[config.mk]
export PLATFORM = sky130hd
export DESIGN_NAME = dmem_ctl
export DESIGN_NICKNAME = d
export VERILOG_FILES = /design/src/rtl/mips_pkg.sv /design/src/rtl/dmem_ctl_timeout_cnt.sv /design/src/rtl/dmem_ctl.sv
export SDC_FILE = /design/constraint.sdc
export NUM_CORES = 1
export LEC_CHECK = 0
export BUFFER_PORTS_ARGS = -buffer_cell sky130_fd_sc_hd__buf_2
export CORE_AREA = 2 2 103 105
export DETAILED_ROUTE_END_ITERATION = 10
export DIE_AREA = 0 0 105 107
export PLACE_DENSITY = 0.78
export SYNTH_ARGS = -nofsm -noshare
export SYNTH_HDL_FRONTEND = slang
export SYNTH_SLANG_ARGS = --single-unit
[constraint.sdc]
create_clock -name clk -period 4.57 [get_ports clk]
set_clock_uncertainty 0.1 [all_clocks]
set_input_delay 0.2285 -clock clk [delete_from_list [all_inputs] [get_ports clk]]
set_output_delay 0.2285 -clock clk [all_outputs]
set_load 0.02 [all_outputs]
[src/rtl/mips_pkg.sv]
// Shared types and constants for the MIPS core memory-stage blocks.
package mips_pkg;

  typedef enum logic [1:0] {
    IDLE = 2'd0,
    WAIT = 2'd1,
    DONE = 2'd2
  } dmemState_t;

  localparam logic [31:0] ERR_DATA_DEFAULT = 32'h0000_0000;
  localparam logic [31:0] WORD_ALIGN_MASK  = 32'hFFFF_FFFC;

endpackage

[src/rtl/dmem_ctl_timeout_cnt.sv]
// Loadable down-counter that stops at zero; expired flags the zero count.
module timeout_cnt #(
  parameter int WIDTH = 4
) (
  input  logic             clk,
  input  logic             reset,
  input  logic             load,
  input  logic             enable,
  input  logic [WIDTH-1:0] loadVal,
  output logic             expired
);

  logic [WIDTH-1:0] count;

  // Holding at zero keeps the count from wrapping if enable stays high.
  always_ff @(posedge clk or posedge reset) begin
    if (reset) begin
      count <= '0;
    end else if (load) begin
      count <= loadVal;
    end else if (enable && (count != '0)) begin
      count <= count - WIDTH'(1);
    end
  end

  assign expired = (count == '0);

endmodule

[src/rtl/dmem_ctl.sv]
// Memory-stage data-memory controller: turns lw/sw into a req/ack bus
// transaction, stalls the pipeline meanwhile, flags misalignment and timeouts.
module dmem_ctl
  import mips_pkg::*;
#(
  parameter int          TIMEOUT  = 15,
  parameter logic [31:0] ERR_DATA = ERR_DATA_DEFAULT
) (
  input  logic        clk,
  input  logic        reset,
  input  logic        MemRead_ME,
  input  logic        MemWrite_ME,
  input  logic [31:0] Addr_ME,
  input  logic [31:0] WrDat_ME,
  output logic [31:0] RdDat_ME,
  output logic        Stall_ME,
  output logic        MemErr_ME,
  output logic        BusReq,
  output logic        BusWe,
  output logic [31:0] BusAddr,
  output logic [31:0] BusWrDat,
  input  logic        BusAck,
  input  logic [31:0] BusRdDat
);

  localparam int CNT_W = $clog2(TIMEOUT + 1);
  // Counting down from TIMEOUT-1 gives exactly TIMEOUT WAIT cycles.
  localparam logic [CNT_W-1:0] CNT_LOAD = CNT_W'(TIMEOUT - 1);

  dmemState_t state, stateNext;
  logic       acc;
  logic       aligned;
  logic       startXfer;
  logic       expired;

  assign acc       = MemRead_ME | MemWrite_ME;
  assign aligned   = ((Addr_ME & ~WORD_ALIGN_MASK) == 32'h0);
  assign startXfer = (state == IDLE) && acc && aligned;

  timeout_cnt #(
    .WIDTH (CNT_W)
  ) uTimeoutCnt (
    .clk     (clk),
    .reset   (reset),
    .load    (startXfer),
    .enable  ((state == WAIT) && !BusAck),
    .loadVal (CNT_LOAD),
    .expired (expired)
  );

  always_ff @(posedge clk or posedge reset) begin
    if (reset) begin
      state <= IDLE;
    end else begin
      state <= stateNext;
    end
  end

  always_comb begin
    stateNext = state;
    unique case (state)
      IDLE:    if (acc && aligned) stateNext = WAIT;
      WAIT:    if (BusAck || expired) stateNext = DONE;
      DONE:    stateNext = IDLE;
      default: stateNext = IDLE;
    endcase
  end

  // Reset gates the stall so a mid-transaction reset releases the pipeline at once.
  always_comb begin
    Stall_ME = 1'b0;
    unique case (state)
      IDLE:    Stall_ME = acc && aligned;
      WAIT:    Stall_ME = 1'b1;
      default: Stall_ME = 1'b0;
    endcase
    Stall_ME = Stall_ME & ~reset;
  end

  always_ff @(posedge clk or posedge reset) begin
    if (reset) begin
      RdDat_ME  <= 32'h0;
      MemErr_ME <= 1'b0;
      BusReq    <= 1'b0;
      BusWe     <= 1'b0;
      BusAddr   <= 32'h0;
      BusWrDat  <= 32'h0;
    end else begin
      MemErr_ME <= 1'b0;
      unique case (state)
        IDLE: begin
          if (acc && aligned) begin
            BusReq   <= 1'b1;
            BusWe    <= MemWrite_ME;
            BusAddr  <= Addr_ME & WORD_ALIGN_MASK;
            BusWrDat <= WrDat_ME;
          end else if (acc) begin
            MemErr_ME <= 1'b1;
            if (!MemWrite_ME) RdDat_ME <= ERR_DATA;
          end
        end
        WAIT: begin
          // An ack coinciding with expiry wins: it is checked first.
          if (BusAck) begin
            BusReq <= 1'b0;
            if (!BusWe) RdDat_ME <= BusRdDat;
          end else if (expired) begin
            BusReq    <= 1'b0;
            MemErr_ME <= 1'b1;
            if (!BusWe) RdDat_ME <= ERR_DATA;
          end
        end
        default: ;
      endcase
    end
  end

endmodule

==> flow_summary.toml, run 1 <==
[timing]
relSlewSlack_pct = 22.8
max_freq_mhz = 464
setup-tns-final_ns = 0
fin_crit_sh_pct = 47.1
setup_viol = 0
drv_slew = 0
final.min_clock_period_ns = 2.15
hold_viol_final = 0
rsz0062_at_grt = "false"
worst_pin_slew_ns = 1.16

[yosys]
ys_async_sr_fraction_pct = 100
synth_area_sq_um = 3940
synth_area_per_cell_sq_um = 15.6
syn_inst = 252
synth_ff_type = "dfrtp_1"
yosys_warnings = 0
synth_edf_count = 0
ys_seq_area_share_pct = 65.5
synth-seq-cells = 103
ys_types = 32

[critical_path]
cp_slowest_cell = "dfrtp_1"
required_ns = 4.70
max_stage_delay_ns = 0.42
cp_max_fo = 32
arrival_ns = 2.29
rrSetupSlack_ns = 2.42
path_cells = "inv_1 -> ha_1 -> or3b_4 -> nand2_4 -> nand4_4 -> a22o_1"
r2r_end = "RdDat_ME[6]"
r2r_cells = 6
path_class = "flip-flop to flip-flop"
r2r-start = "uTimeoutCnt.count[0]"
start_kind = "flip-flop"
end_kind = "flip-flop"

[power]
vdd_drop_max_mv = 0.283
p_switching_uw = 1010
p_per_area_nw_per_um2 = 476
p_int_uw = 1860
finalPower_uw = 2870
p_leak_uw = 0.00303
power_frac_comb_pct = 34.7
clock_power_share_pct = 20.2
pwr-share-seq_pct = 45.1
p_sw_share_pct = 35.2

[die]
die_area_sq_um = 11200
dieHeight_microns = 107
rows = 37
die_w_microns = 105
boundaryPins = 201
start_util_pct = 39.0
core_area_sq_um = 10100

[grt]
grt_pass1_vias = 3375
antenna_found_initial = 0
grt_pass1_wl_microns = 16500
grt_overflow_total = 0
grtUsageTotal_pct = 18.4
grt_max_degree = 61

[hold_path]
min_from = "BusRdDat[12]"
hold_path_depth = 2
min_to = "RdDat_ME[12]"
hold_class = "input port to flip-flop"

[cts]
cts-hold-fix-buffers = 69
cts_buffers = 9
cts_resized = 0
clock_latency_ns = 0.36
ctsRootBufferMaster = "clkbuf_8"
cts_num_sinks = 103
cts_htree_levels = 3
cts_tree = "built"
post-cts-setup-buffer-count = 0
clkSlewWorstSetupHoldPaths_ns = 0.10
ctsLongestPathBuffers = 2

[routing]
drt_iter0_markers = 186
wirelength_microns = 10400
routed_via_density = 4.73
route.antenna.remaining_nets = 0
wl_per_cell_microns = 15.5
drcViolationCount = 0
via_count = 3162
drt_first_pass_iters = 4

[finish]
nNetsFinal = 630
diodes = 0
drive_gt1_share_pct = 51.4
most-common-layout-cells = "198 x buf_2, 103 x dfrtp_1, 80 x dlygate4sd3_1"
layout_commonest_cell = "buf_2"
area_growth_syn_to_layout_pct = 52.9

[run]
drv_cap = 0

[run_status]
status = "completed"

[placement]
numPortBuffers = 198
globalplace.congestion = 0.723
dp_hpwl_microns = 6470
## cells in the mapped netlist, types with 3 or more instances
| library cell | n | area, sq um |
|---|---|---|
| o21ai_0 | 3 | 15.0 |
| buf_2 | 10 | 50.1 |
| dfrtp_1 | 103 | 2580 |
| a22o_1 | 32 | 280 |
| mux2_1 | 9 | 101 |
| nand2_1 | 5 | 18.8 |
| inv_1 | 5 | 18.8 |
| buf_6 | 3 | 33.8 |
| mux2_2 | 54 | 608 |
## worst max-delay path, delay by kind of cell (launching register included)
family                   cells  cell delay (ns)
AND/OR/NAND/NOR              3             0.92
AO/OA/AOI/OAI                1             0.35
adder cells (fa/ha/maj)      1             0.18
flip-flops                   1             0.42
buffers and inverters        1             0.07
## state kept, by name (all words and copies together) (netlist names)
signal and flops:
uTimeoutCnt.count 4, BusReq 1, RdDat_ME 32, state 2, MemErr_ME 1, BusAddr 30, BusWe 1, BusWrDat 32
## area by class of cell
| class | instances | area [sq um] |
|---|---|---|
| Clock buffer | 12 | 145 |
| Clock inverter | 4 | 55.1 |
| Fill cell | 802 | 4080 |
| Inverter | 5 | 21.3 |
| Multi-Input combinational cell | 129 | 1240 |
| Sequential cell | 103 | 2580 |
| Tap cell | 136 | 170 |
| Timing Repair Buffer | 280 | 1810 |
## power by group through the flow
stage / clock network (uW) / registers, uW / logic (uW)
6_report: 579 / 1290 / 993
5_1_grt: 645 / 1330 / 1060
4_1_cts: 599 / 1290 / 987
3_5_place_dp: 0 / 1300 / 940
3_3_place_gp: 0 / 1290 / 920
2_1_floorplan: 0 / 1590 / 312
## worst max path at each step
stage | from | endpoint | depth (start not counted)
2_1_floorplan | reset | BusAddr[10] | 1
3_3_place_gp | MemRead_ME | BusWrDat[10] | 4
3_5_place_dp | MemRead_ME | BusAddr[24] | 4
4_1_cts | uTimeoutCnt.count[0] | RdDat_ME[7] | 6
5_1_grt | uTimeoutCnt.count[0] | RdDat_ME[7] | 6
6_report | uTimeoutCnt.count[0] | RdDat_ME[6] | 6
## cells by family after synthesis
logic type / after synthesis / share of synthesized area, %
other cells: 1 / 0.0953
compound gates: 41 / 8.93
xor+xnor: 3 / 0.668
mux: 63 / 18.0
flops: 103 / 65.5
buf+inv: 21 / 3.08
fa+ha+maj: 1 / 0.318
simple gates: 19 / 3.37
## through the flow
| stage | instances | hold slack [ns] | util [%] | instance area, sq um | worst slack, ns |
|---|---|---|---|---|---|
| 4_1_cts | 658 | 0.00152 | 58.5 | 5910 | 2.44 |
| 3_5_place_dp | 573 | 0.299 | 49.7 | 5010 | 2.43 |
| 6_report | 669 | 0.0131 | 59.6 | 6020 | 2.42 |
| 2_1_floorplan | 253 | 0.260 | - | 3940 | 1.54 |
| 5_1_grt | 669 | 0.00265 | 59.6 | 6020 | 2.28 |
| 3_3_place_gp | 573 | 0.292 | 49.7 | 5010 | 2.48 |
## per-layer routing
| layer | GRT usage [%] | wire length, microns | part of all wire, % | up-vias |
|---|---|---|---|---|
| li1 | - | - | - | 1451 |
| met1 | 21.5 | 4090 | 39 | 1548 |
| met2 | 33.2 | 5440 | 53 | 143 |
| met3 | 4.62 | 599 | 5.8 | 20 |
| met4 | 6.10 | 228 | 2.2 | 0 |
| met5 | 0 | 0 | 0 | - |
Note: power is estimated with default switching activity, not from simulation.
==> inputs of run 2 (changes only) <==
--- a/config.mk
+++ b/config.mk
@@ -9,7 +9,7 @@
 export CORE_AREA = 2 2 103 105
 export DETAILED_ROUTE_END_ITERATION = 10
 export DIE_AREA = 0 0 105 107
-export PLACE_DENSITY = 0.78
+export PLACE_DENSITY = 0.81
 export SYNTH_ARGS = -nofsm -noshare
 export SYNTH_HDL_FRONTEND = slang
 export SYNTH_SLANG_ARGS = --single-unit
==> constraint.sdc (replaced) <==
create_clock -name clk -period 1.95 [get_ports clk]
set_clock_uncertainty 0.1 [all_clocks]
set_input_delay 0.0975 -clock clk [delete_from_list [all_inputs] [get_ports clk]]
set_output_delay 0.0975 -clock clk [all_outputs]
set_load 0.02 [all_outputs]
==> flow_summary.toml, run 2 (synthesis gave the netlist of run 1 again) <==
[run_status]
status = "finished with violations"
violations = "hold timing"

[power]
finalPower_uw = 6690
p_switching_uw = 2430
p_per_area_nw_per_um2 = 1070
vdd_drop_max_mv = 0.603
p_sw_share_pct = 36.3
power_frac_comb_pct = 36.4
pwr-share-seq_pct = 45.4
clock_power_share_pct = 18.2
p_int_uw = 4260
p_leak_uw = 0.00314

[hold_path]
min_to = "MemErr_ME"
min_from = "Addr_ME[1]"
hold_class = "input port to flip-flop"
hold_path_depth = 3

[finish]
reg.largest.list = "BusWrDat x32, RdDat_ME x32, BusAddr x30"
final_util_pct = 62.2
nNetsFinal = 653
area_growth_syn_to_layout_pct = 59.6
nFillCells = 753
layout_commonest_cell = "buf_2"
most-common-layout-cells = "198 x buf_2, 103 x dfrtp_1, 98 x dlygate4sd3_1"
finish.instance_area_sq_um = 6280
drive_gt1_share_pct = 50.9
diodes = 0

[cts]
cts_num_sinks = 103
cts_tree = "built"
clkSlewWorstSetupHoldPaths_ns = 0.10
ctsRootBufferMaster = "clkbuf_8"
clock_latency_ns = 0.37
cts_buffers = 9
cts_htree_levels = 3
ctsLongestPathBuffers = 2

[critical_path]
r2r_cells = 7
path_cells = "inv_1 -> ha_1 -> or3b_4 -> nand2_4 -> nand4_4 -> buf_12 -> a22o_1"
start_kind = "flip-flop"
cp_max_fo = 32
max_stage_delay_ns = 0.41
required_ns = 2.10
path_class = "flip-flop to flip-flop"
arrival_ns = 2.04
rrSetupSlack_ns = 0.06
cp_slowest_cell = "dfrtp_1"
r2r_end = "RdDat_ME[3]"
r2r-start = "uTimeoutCnt.count[1]"
end_kind = "flip-flop"

[timing]
fin_crit_sh_pct = 96.7
max_freq_mhz = 530
fin_ws_ns = 0.0636
setup-tns-final_ns = 0
relSlewSlack_pct = 55.5
setup_viol = 0
final.min_clock_period_ns = 1.89
hold_viol_final = 1
fin_hold_ws_ns = -0.0224
drv_slew = 0
rsz0062_at_grt = "false"
worst_pin_slew_ns = 0.666

[routing]
drt_first_pass_iters = 4
wl_per_cell_microns = 16.4
route.antenna.remaining_nets = 0
routed_via_density = 4.77
via_count = 3304
drt_iter0_markers = 159
wirelength_microns = 11400
drcViolationCount = 0

[die]
die_w_microns = 105
die_area_sq_um = 11200
rows = 37
boundaryPins = 201
start_util_pct = 39.0
dieHeight_microns = 107
core_area_sq_um = 10100

[grt]
grtUsageTotal_pct = 20.8
antenna_found_initial = 0
grt_pass1_vias = 3661
grt_max_degree = 45
grt_overflow_total = 0
grt_pass1_wl_microns = 18100

[placement]
dp_hpwl_microns = 6530
globalplace.congestion = 0.771
pre_cts_ws_ns = 0.0686
numPortBuffers = 198
placed_area_sq_um = 5110

[run]
drv_cap = 0
==> run 2: cell count changes in the layout (fill, tap and decap cells not counted), sizes merged <==
cell / delta
clkbuf: -2
bufinv: -1
clkinvlp: +2
clkinv: +1
buf: +5
dlygate4sd3: +18
==> run 2: cell type report <==
class                   instances  area [sq um]  area share, %
clock buffers                  10           128           2.03
clock inverters                 6          46.3          0.737
inverters                       5          22.5          0.359
multi-input cells             129          1250           19.9
flip-flops and latches        103          2580           41.0
well taps                     136           170           2.71
repair buffers                303          2090           33.2
==> run 2: routing by layer <==
layer  share of wire, %  vias up  GRT usage (%)
li1                   -     1499              -
met1                 37     1616           22.2
met2                 54      157           39.2
met3                5.4       32           3.77
met4                3.3        0           10.5
met5                  0        -              0
==> run 2: how the worst max path moves through the flow <==
stage	startpoint	endpoint	slack [ns]	cells past startpoint
finish	uTimeoutCnt.count[1]	RdDat_ME[3]	0.06	7
global route	uTimeoutCnt.count[1]	RdDat_ME[14]	0.006	7
CTS	Addr_ME[0]	Stall_ME	0.05	6
detailed placement	uTimeoutCnt.count[0]	RdDat_ME[14]	0.07	7
global placement	uTimeoutCnt.count[0]	RdDat_ME[13]	0.14	7
floorplan	uTimeoutCnt.count[0]	RdDat_ME[0]	0.19	7
==> run 2: stage by stage <==
step | hold slack [ns] | std cells
final | -0.0224 | 692
after global routing | 0.0329 | 692
after CTS | 0.000918 | 691
after detailed placement | 0.141 | 577
after global placement | 0.120 | 577
after floorplan | 0.129 | 253
==> run 2: repair_timing <==
action	4_1_cts	5_1_grt
gates resized for setup	1	2
cloned	0	0
hold buffers	98	0
setup buffers	0	1
endpoints found under the setup margin	1	11
hold endpoints to repair	122	0
==> run 2: power groups by stage <==
| stage | Combinational (uW) | Sequential, uW | Clock [uW] |
|---|---|---|---|
| finish | 2430 | 3040 | 1220 |
| global route | 2600 | 3110 | 1340 |
| CTS | 2410 | 3020 | 1270 |
| detailed placement | 2260 | 3050 | 0 |
| global placement | 2200 | 3030 | 0 |
| floorplan | 731 | 3720 | 0 |
==> run 2: worst max-delay path: cells and delay by family, from the launching register on <==
family                     cells  cell delay (ns)
AOI/OAI and AO/OA              1             0.20
adders and majority gates      1             0.16
buffers and inverters          2             0.26
DFF                            1             0.41
and+or+nand+nor                3             0.62
==> inputs of run 3 (changes only) <==
--- a/config.mk
+++ b/config.mk
@@ -6,10 +6,10 @@
 export NUM_CORES = 1
 export LEC_CHECK = 0
 export BUFFER_PORTS_ARGS = -buffer_cell sky130_fd_sc_hd__buf_2
-export CORE_AREA = 2 2 103 105
+export CORE_AREA = 2 2 101 103
 export DETAILED_ROUTE_END_ITERATION = 10
-export DIE_AREA = 0 0 105 107
-export PLACE_DENSITY = 0.81
+export DIE_AREA = 0 0 103 105
+export PLACE_DENSITY = 0.83
 export SYNTH_ARGS = -nofsm -noshare
 export SYNTH_HDL_FRONTEND = slang
 export SYNTH_SLANG_ARGS = --single-unit
==> flow_summary.toml, run 3 (synthesis gave the netlist of run 1 again) <==
[grt]
grt_max_degree = 54
grt_overflow_total = 0
grt.busiest_layer = "met2"
grt_pass1_vias = 3545
grtUsageTotal_pct = 20.9
grt_use_met2_pct = 37.9
grt_util_met3_pct = 6.35
antenna_found_initial = 0
grt_pass1_wl_microns = 17500
use_met1_pct = 22.4

[finish]
layout_commonest_cell = "buf_2"
diodes = 0
area_growth_syn_to_layout_pct = 58.8
drive_gt1_share_pct = 51.1
finish.instance_area_sq_um = 6250
most-common-layout-cells = "198 x buf_2, 103 x dfrtp_1, 97 x dlygate4sd3_1"
nNetsFinal = 655
nFillCells = 733
reg.largest.list = "BusWrDat x32, RdDat_ME x32, BusAddr x30"

[timing]
max_freq_mhz = 523
relSlewSlack_pct = 55.0
fin_hold_ws_ns = 0.0292
drv_slew = 0
final.min_clock_period_ns = 1.91
hold_viol_final = 0
setup_viol = 0
fin_crit_sh_pct = 98.0
rsz0062_at_grt = "true"
worst_pin_slew_ns = 0.675

[placement]
dp_hpwl_microns = 6640
globalplace.congestion = 0.819
numPortBuffers = 198
placed_area_sq_um = 5070

[routing]
routed_via_density = 4.71
wl_per_cell_microns = 16.4
wirelength_microns = 11300
route.antenna.remaining_nets = 0
drt_first_pass_iters = 4
drt_iter0_markers = 128
via_count = 3258
drcViolationCount = 0

[cts]
cts_buffers = 9
cts_htree_levels = 3
cts_tree = "built"
clkSlewWorstSetupHoldPaths_ns = 0.11
ctsRootBufferMaster = "clkbuf_8"
ctsLongestPathBuffers = 2
cts_num_sinks = 103
clock_latency_ns = 0.35

[die]
die_w_microns = 103
core_area_sq_um = 9640
die_area_sq_um = 10800
start_util_pct = 40.8
rows = 36
dieHeight_microns = 105
boundaryPins = 201

[power]
vdd_drop_max_mv = 0.619
clock_power_share_pct = 19.0
p_leak_uw = 0.00314
p_sw_share_pct = 36.8
p_int_uw = 4280
pwr-share-seq_pct = 44.8
p_per_area_nw_per_um2 = 1080
finalPower_uw = 6770
p_switching_uw = 2490
power_frac_comb_pct = 36.1

[critical_path]
path_cells = "inv_1 -> ha_2 -> or3b_4 -> nand2_4 -> nand4_4 -> buf_12 -> a22o_1"
max_stage_delay_ns = 0.42
end_kind = "flip-flop"
r2r_end = "RdDat_ME[8]"
path_class = "flip-flop to flip-flop"
cp_slowest_cell = "dfrtp_1"
arrival_ns = 2.06
required_ns = 2.10
r2r-start = "uTimeoutCnt.count[0]"
cp_max_fo = 32
rrSetupSlack_ns = 0.04
start_kind = "flip-flop"
r2r_cells = 7

[hold_path]
min_from = "Addr_ME[0]"
hold_path_depth = 3
hold_class = "input port to flip-flop"
min_to = "MemErr_ME"

[run_status]
status = "completed"

[run]
drv_cap = 0
run 3: power by group through the flow:
stage | clock network [uW] | logic (uW) | registers (uW)
after CTS | 1330 | 2400 | 3020
after detailed placement | 0 | 2250 | 3050
after global placement | 0 | 2180 | 3030
final | 1290 | 2450 | 3040
after global routing | 1410 | 2620 | 3100
after floorplan | 0 | 731 | 3720
run 3: routing by layer:
| metal | part of all wire (%) | wire, microns |
|---|---|---|
| met5 | 0 | 0 |
| met1 | 38 | 4290 |
| met3 | 6.4 | 727 |
| met4 | 2.6 | 297 |
| met2 | 53 | 6030 |
run 3: stage by stage:
step	cells	setup WS (ns)	setup TNS (ns)	util (%)
3_3_place_gp	576	0.162	0	52.6
6_report	691	0.0384	0	64.8
2_1_floorplan	253	0.187	0	-
5_1_grt	691	-0.0413	-0.343	64.8
3_5_place_dp	576	0.0612	0	52.6
4_1_cts	689	0.0344	0	64.7
run 3: worst max path at each step:
stage / startpoint / endpoint / slack [ns] / depth (start not counted)
6_report: uTimeoutCnt.count[0] / RdDat_ME[8] / 0.04 / 7
3_3_place_gp: uTimeoutCnt.count[0] / RdDat_ME[7] / 0.16 / 7
4_1_cts: uTimeoutCnt.count[0] / RdDat_ME[17] / 0.03 / 7
3_5_place_dp: uTimeoutCnt.count[0] / RdDat_ME[17] / 0.06 / 7
5_1_grt: uTimeoutCnt.count[0] / RdDat_ME[8] / -0.04 / 7
2_1_floorplan: uTimeoutCnt.count[0] / RdDat_ME[0] / 0.19 / 7
run 3: repair_timing:
item / 4_1_cts / 5_1_grt
setup buffers: 0 / 2
hold buffers: 97 / 0
hold endpoints to repair: 199 / 0
endpoints found under the setup margin: 0 / 33
gates resized for setup: 0 / 1
run 3: layout make-up:
type | count | area, sq um | share of cell area, %
clock buffer | 9 | 124 | 1.98
clock inverter | 7 | 67.6 | 1.08
inverter | 5 | 22.5 | 0.360
multi-input combinational | 129 | 1240 | 19.9
sequential | 103 | 2580 | 41.2
tap | 133 | 166 | 2.66
timing repair buffer | 305 | 2050 | 32.8
run 3: critical path: cells and delay by family (launching register included):
kind            cells  cell delay (ns)
fa+ha+maj           1             0.18
compound gates      1             0.21
flops               1             0.42
simple gates        3             0.63
buf+inv             2             0.25
